==> src/rtl/key_action_if.sv <==
// key_action_if: raw keycode in, one-frame action keycode, event flag and gravity tick out.
interface key_action_if;
    logic [7:0] keycode_in;
    logic [7:0] keycode_out;
    logic       key_event;
    logic       drop_tick;
    modport master (output keycode_in, input keycode_out, key_event, drop_tick);
    modport slave  (input keycode_in, output keycode_out, key_event, drop_tick);
endinterface

==> src/rtl/key_action_gen.sv <==
// key_action_gen: turns a level-held keycode into one-frame action pulses with DAS/ARR auto-repeat, plus a gravity tick.
module key_action_gen #(
    parameter int DAS_FRAMES     = 16,
    parameter int ARR_FRAMES     = 4,
    parameter int GRAVITY_FRAMES = 30
) (
    input logic         frame_clk,
    input logic         Reset,
    key_action_if.slave bus
);
    localparam logic [1:0] IDLE = 2'd0, DAS = 2'd1, REP = 2'd2, HELD = 2'd3;
    localparam logic [7:0] DAS_LAST = 8'(DAS_FRAMES - 1);
    localparam logic [7:0] ARR_LAST = 8'(ARR_FRAMES - 1);
    localparam logic [7:0] GRAV_LAST = 8'(GRAVITY_FRAMES - 1);
    logic [1:0] state;
    logic [7:0] cur_key, cnt, gcnt, k;
    logic       rep, shot;
    always_comb begin
        rep  = bus.keycode_in == 8'h04 || bus.keycode_in == 8'h07;
        shot = bus.keycode_in == 8'h1A || bus.keycode_in == 8'h16 ||
               bus.keycode_in == 8'h14 || bus.keycode_in == 8'h2C;
        k    = (rep || shot) ? bus.keycode_in : 8'h00;
    end
    always_ff @(posedge frame_clk) begin
        if (Reset) begin
            state           <= IDLE;
            cur_key         <= 8'h00;
            cnt             <= 8'h00;
            gcnt            <= 8'h00;
            bus.keycode_out <= 8'h00;
            bus.key_event   <= 1'b0;
            bus.drop_tick   <= 1'b0;
        end else begin
            gcnt          <= (gcnt == GRAV_LAST) ? 8'h00 : gcnt + 8'h01;
            bus.drop_tick <= gcnt == GRAV_LAST;
            if (k == 8'h00) begin
                state           <= IDLE;
                bus.keycode_out <= 8'h00;
                bus.key_event   <= 1'b0;
            end else if (state == IDLE || k != cur_key) begin
                state           <= rep ? DAS : HELD;
                cur_key         <= k;
                cnt             <= 8'h00;
                bus.keycode_out <= k;
                bus.key_event   <= 1'b1;
            end else if (state == DAS || state == REP) begin
                // both timers share cnt; only the terminal count differs
                if (cnt == ((state == DAS) ? DAS_LAST : ARR_LAST)) begin
                    state           <= REP;
                    cnt             <= 8'h00;
                    bus.keycode_out <= cur_key;
                    bus.key_event   <= 1'b1;
                end else begin
                    cnt             <= cnt + 8'h01;
                    bus.keycode_out <= 8'h00;
                    bus.key_event   <= 1'b0;
                end
            end else begin
                bus.keycode_out <= 8'h00;
                bus.key_event   <= 1'b0;
            end
        end
    end
endmodule

==> src/flat_wrapper.sv <==
// flat-port wrapper written by rule: the top's interface ports become plain ports
module key_action_gen_flat 
#(
    parameter int DAS_FRAMES     = 16,
    parameter int ARR_FRAMES     = 4,
    parameter int GRAVITY_FRAMES = 30
)
  (frame_clk, Reset, bus_keycode_in, bus_keycode_out, bus_key_event, bus_drop_tick);
  key_action_if bus_i ();
  input logic frame_clk;
  input logic Reset;
  input wire logic [$bits(bus_i.keycode_in)-1:0] bus_keycode_in;
  output wire logic [$bits(bus_i.keycode_out)-1:0] bus_keycode_out;
  output wire logic [$bits(bus_i.key_event)-1:0] bus_key_event;
  output wire logic [$bits(bus_i.drop_tick)-1:0] bus_drop_tick;
  assign bus_i.keycode_in = bus_keycode_in;
  assign bus_keycode_out = bus_i.keycode_out;
  assign bus_key_event = bus_i.key_event;
  assign bus_drop_tick = bus_i.drop_tick;
  key_action_gen #(.DAS_FRAMES(DAS_FRAMES), .ARR_FRAMES(ARR_FRAMES), .GRAVITY_FRAMES(GRAVITY_FRAMES)) u_core (.frame_clk(frame_clk), .Reset(Reset), .bus(bus_i));
endmodule
==> config.mk <==
export PLATFORM = sky130hd
export DESIGN_NAME = key_action_gen_flat
export DESIGN_NICKNAME = d
export VERILOG_FILES = /design/src/rtl/key_action_if.sv /design/src/rtl/key_action_gen.sv /design/src/flat_wrapper.sv
export SDC_FILE = /design/constraint.sdc
export NUM_CORES = 1
export LEC_CHECK = 0
export ABC_AREA = 0
export BUFFER_PORTS_ARGS = -buffer_cell sky130_fd_sc_hd__buf_2
export CORE_MARGIN = 1.5
export CORE_UTILIZATION = 50
export CTS_CLUSTER_SIZE = 30
export DETAILED_ROUTE_END_ITERATION = 7
export PLACE_DENSITY = 0.79
export RECOVER_POWER = 100
export SYNTH_ARGS = -nofsm -noshare
export SYNTH_HDL_FRONTEND = slang
export SYNTH_SLANG_ARGS = --single-unit
==> constraint.sdc <==
create_clock -name frame_clk -period 4.6 [get_ports frame_clk]
set_input_delay 0.46 -clock frame_clk [delete_from_list [all_inputs] [get_ports frame_clk]]
set_output_delay 0.46 -clock frame_clk [all_outputs]
set_load 0.02 [all_outputs]
==> summary.md <==
| Metric | Value |
|---|---|
| Critical Path RT | `around 4800 ps` |
| CTS H-Tree Depth | `2` |
| Post-synth EDFFs | `0` |
| Unrepaired setup endpoints after global routing | `no` |
| Fin crit period | `between 3000 and 4000 ps` |
| Vias per cell | `between 5 and 6` |
| Clk_lat worst skew | `290 ps` |
| Hold-critical path depth | `1` |
| Wire per inst | `12.6 um` |
| Post-Route Utilization | `55.7%` |
| Crit end category | `flip-flop` |
| Reg2Reg Setup Slack | `2550 ps` |
| P_leak | `0.759 nW` |
| RR Endpoint | `u_core.cnt[5]$_SDFFE_PP0P_` |
| Yosys top cell by area | `dfxtp_1` |
| CTS root buf | `clkbuf_8` |
| Num CTS Buffers | `5` |
| Syn. warnings | `0` |
| Sequential-to-total area share from yosys stat | `about 37%` |
| Crit start category | `input port` |
| R2R cell count | `7` |
| Hold-fix buffers at CTS | `0` |
| Largest net degree at the start of global routing | `30` |
| Max cap viols | `0` |
| Tcrit/Tclk final | `70.2%` |
| Post-Synthesis Cells | `208` |
| Worst vdd ir | `305 uV` |
| DP Area | `2050 sq um` |
| Post-route setup TNS | `0 ps` |
| Antenna Cells | `0` |
| Core Box Area | `3690 sq um` |
| CTS-repair resized insts | `0` |
| Post-DP HPWL | `2460 um` |
| Rows | `22` |
| Final setup fails | `0` |
| Syn Area/Cell | `just over 9 sq um` |
| Area share of the largest cell type after synthesis | `between 30% and 40%` |
| Worst r2r src | `u_core.state[0]$_SDFFE_PP0P_` |
| Routed Antenna Nets | `0` |
| GPL Wtd Cong | `0.810` |
| Worst-path clk slew | `70 ps` |
| Initial Util | `52.1%` |
| GR Util All Layers | `18.4%` |
| Crit path from | `bus_keycode_in[1]` |
| Post-CTS Setup Inserts | `0` |
| Status | `finished clean` |
| CP Data Arrival Time | `roughly 3500 ps` |
| Multi-input gate area | `1060 sq um` |
| Crit path kind | `input port to flip-flop` |
| Final WS setup | `1370 ps` |
| Die span in x | `65.0 um` |
| CTS tree | `yes` |
| Top post-synthesis cells by area | `dfxtp_1, nand2b_1, mux2i_1` |
| Hold path startpoint | `u_core.cur_key[7]$_SDFFE_PP0P_` |
| Die area | `approximately 4200 sq um` |
| Number of fill cells | `363` |
| Main synth FF type | `dfxtp_1` |
| Remaining Overflow, GRT | `0` |
| Post-Syn Area | `1920 sq um` |
| First-pass GRT wire length | `6070 um` |
| Synth async-reset ratio | `0%` |
| Vias | `1497` |
| Worst Hold Class | `flip-flop to flip-flop` |
| Post-Place Setup Slack | `1760 ps` |
| Post-Layout Cell Count | `roughly 280` |
| Routed WL | `~3500 um` |
| Yosys reg bits | `36` |
| Syn-to-layout area delta | `6.90%` |
| Initial antenna violation count | `0` |
| Dpl cells | `268` |
| PwrDens | `279 nW/um^2` |
| Number of port buffers | `19` |
| Share of layout cells above drive strength 1 | `11.4%` |
| Reg area | `721 sq um` |
| Clock Tree Buf Depth | `2` |
| Worst-path fanout max | `11` |
| Drt pass-1 iters | `4` |
| Vias in the first global route | `1402` |
| Final Power | `approximately 570 uW` |
| Final nets | `about 240` |
| Number of DRC markers in iteration 0 | `90` |
| DRC violation count after routing | `0` |
| Yosys cell types | `51` |
| Final hold slack | `around 480 ps` |
| Worst-Margin Slew | `between 1000 and 1500 ps` |
| Slew HR | `27.7%` |
| Clock Skew | `8.74 ps` |
| Hold Path Sink | `u_core.cur_key[7]$_SDFFE_PP0P_` |
| Peak Freq | `310 MHz` |
| Die H | `65.0 um` |
| Fin. max-slew vios | `0` |
| IO Pins | `20` |
| Fin area | `between 2000 and 2500 sq um` |
| Clock sinks | `36` |
| Final Hold Vio Count | `0` |
-- state kept, by name, summed over array words and instances (netlist names) --
| signal | count |
|---|---|
| u_core.bus.drop_tick | 1 |
| u_core.bus.key_event | 1 |
| u_core.bus.keycode_out | 8 |
| u_core.cnt | 8 |
| u_core.cur_key | 8 |
| u_core.gcnt | 8 |
| u_core.state | 2 |
-- worst max path at each step --
stage                                      endpoint  cells after the start  slack [ps]
2_1_floorplan            u_core.cnt[7]$_SDFFE_PP0P_                      6        2330
3_3_place_gp   u_core.bus.keycode_out[5]$_SDFF_PP0_                      7        1790
3_5_place_dp   u_core.bus.keycode_out[5]$_SDFF_PP0_                      7        1760
4_1_cts        u_core.bus.keycode_out[5]$_SDFF_PP0_                      7        2040
5_1_grt        u_core.bus.keycode_out[5]$_SDFF_PP0_                      7         990
6_report       u_core.bus.keycode_out[0]$_SDFF_PP0_                      7        1370
-- critical path, stage by stage --
cell and delay (ps):
clkbuf_1 320, and4bb_1 310, o211a_1 280, nor3_1 880, mux2_1 430, a311oi_1 550
and2_2 230
-- power by group --
part / internal (mW) / switching (mW) / leakage, nW
Sequential: 0.316 / 0.00324 / 0.291
Clock: 0.105 / 0.110 / 0.0479
Combinational: 0.0152 / 0.0252 / 0.419
Total: 0.436 / 0.138 / 0.759
-- layout by cell type (no fill, tap or decap), types with 3 or more instances in the layout --
| cell | n |
|---|---|
| a221oi_1 | 4 |
| nand3_1 | 7 |
| inv_1 | 11 |
| and3_1 | 7 |
| xnor2_1 | 3 |
| nand2b_1 | 13 |
| clkbuf_8 | 5 |
| dfxtp_1 | 36 |
| nand2_1 | 14 |
| a21oi_1 | 4 |
| ha_1 | 5 |
| nor3_1 | 7 |
| clkbuf_1 | 11 |
| o21ai_0 | 6 |
| buf_2 | 8 |
| nand3b_1 | 6 |
| nor2_1 | 21 |
| mux2i_1 | 8 |
| nor3b_1 | 3 |
| xor2_1 | 5 |
-- kinds of logic (layout without fill, tap and decap cells) --
| group | Yosys count | in the layout | share of synthesized area (%) |
|---|---|---|---|
| flops | 36 | 36 | 37.5 |
| simple gates | 94 | 94 | 27.6 |
| other cells | 1 | 2 | 0.195 |
| fa+ha+maj | 5 | 5 | 3.25 |
| buf+inv | 20 | 39 | 4.36 |
| compound gates | 34 | 34 | 17.8 |
| xor+xnor | 8 | 8 | 3.64 |
| mux | 10 | 10 | 5.66 |
-- final cells by class --
class | count | area share, %
clock buffers | 5 | 3.35
clock inverters | 3 | 0.913
inverters | 11 | 2.01
multi-input cells | 153 | 51.4
flip-flops and latches | 36 | 35.1
well taps | 48 | 2.92
repair buffers | 20 | 4.32
-- per-layer routing --
| layer | global-route usage [%] | up-vias | routed length (um) |
|---|---|---|---|
| met5 | 0 | - | 0 |
| met3 | 3.13 | 5 | 130 |
| li1 | - | 776 | - |
| met4 | 7.81 | 0 | 60 |
| met2 | 30.5 | 30 | 1640 |
| met1 | 23.7 | 686 | 1650 |
-- cells in the mapped netlist, drive strengths merged, types with 2 or more instances --
cell,n
nor2,21
inv,11
o21ai,6
o211a,2
a21oi,4
nand3b,6
ha,5
a221oi,4
o31ai,3
dfxtp,36
nor3,9
clkbuf,4
a31oi,2
xor2,5
nand2,14
mux2i,9
xnor2,3
or3,2
nand3,7
buf,5
nor2b,2
and3,7
nor3b,3
o21a,2
a211oi,3
and2,4
o32ai,2
nand2b,13
Note: power is estimated with default switching activity, not from simulation.
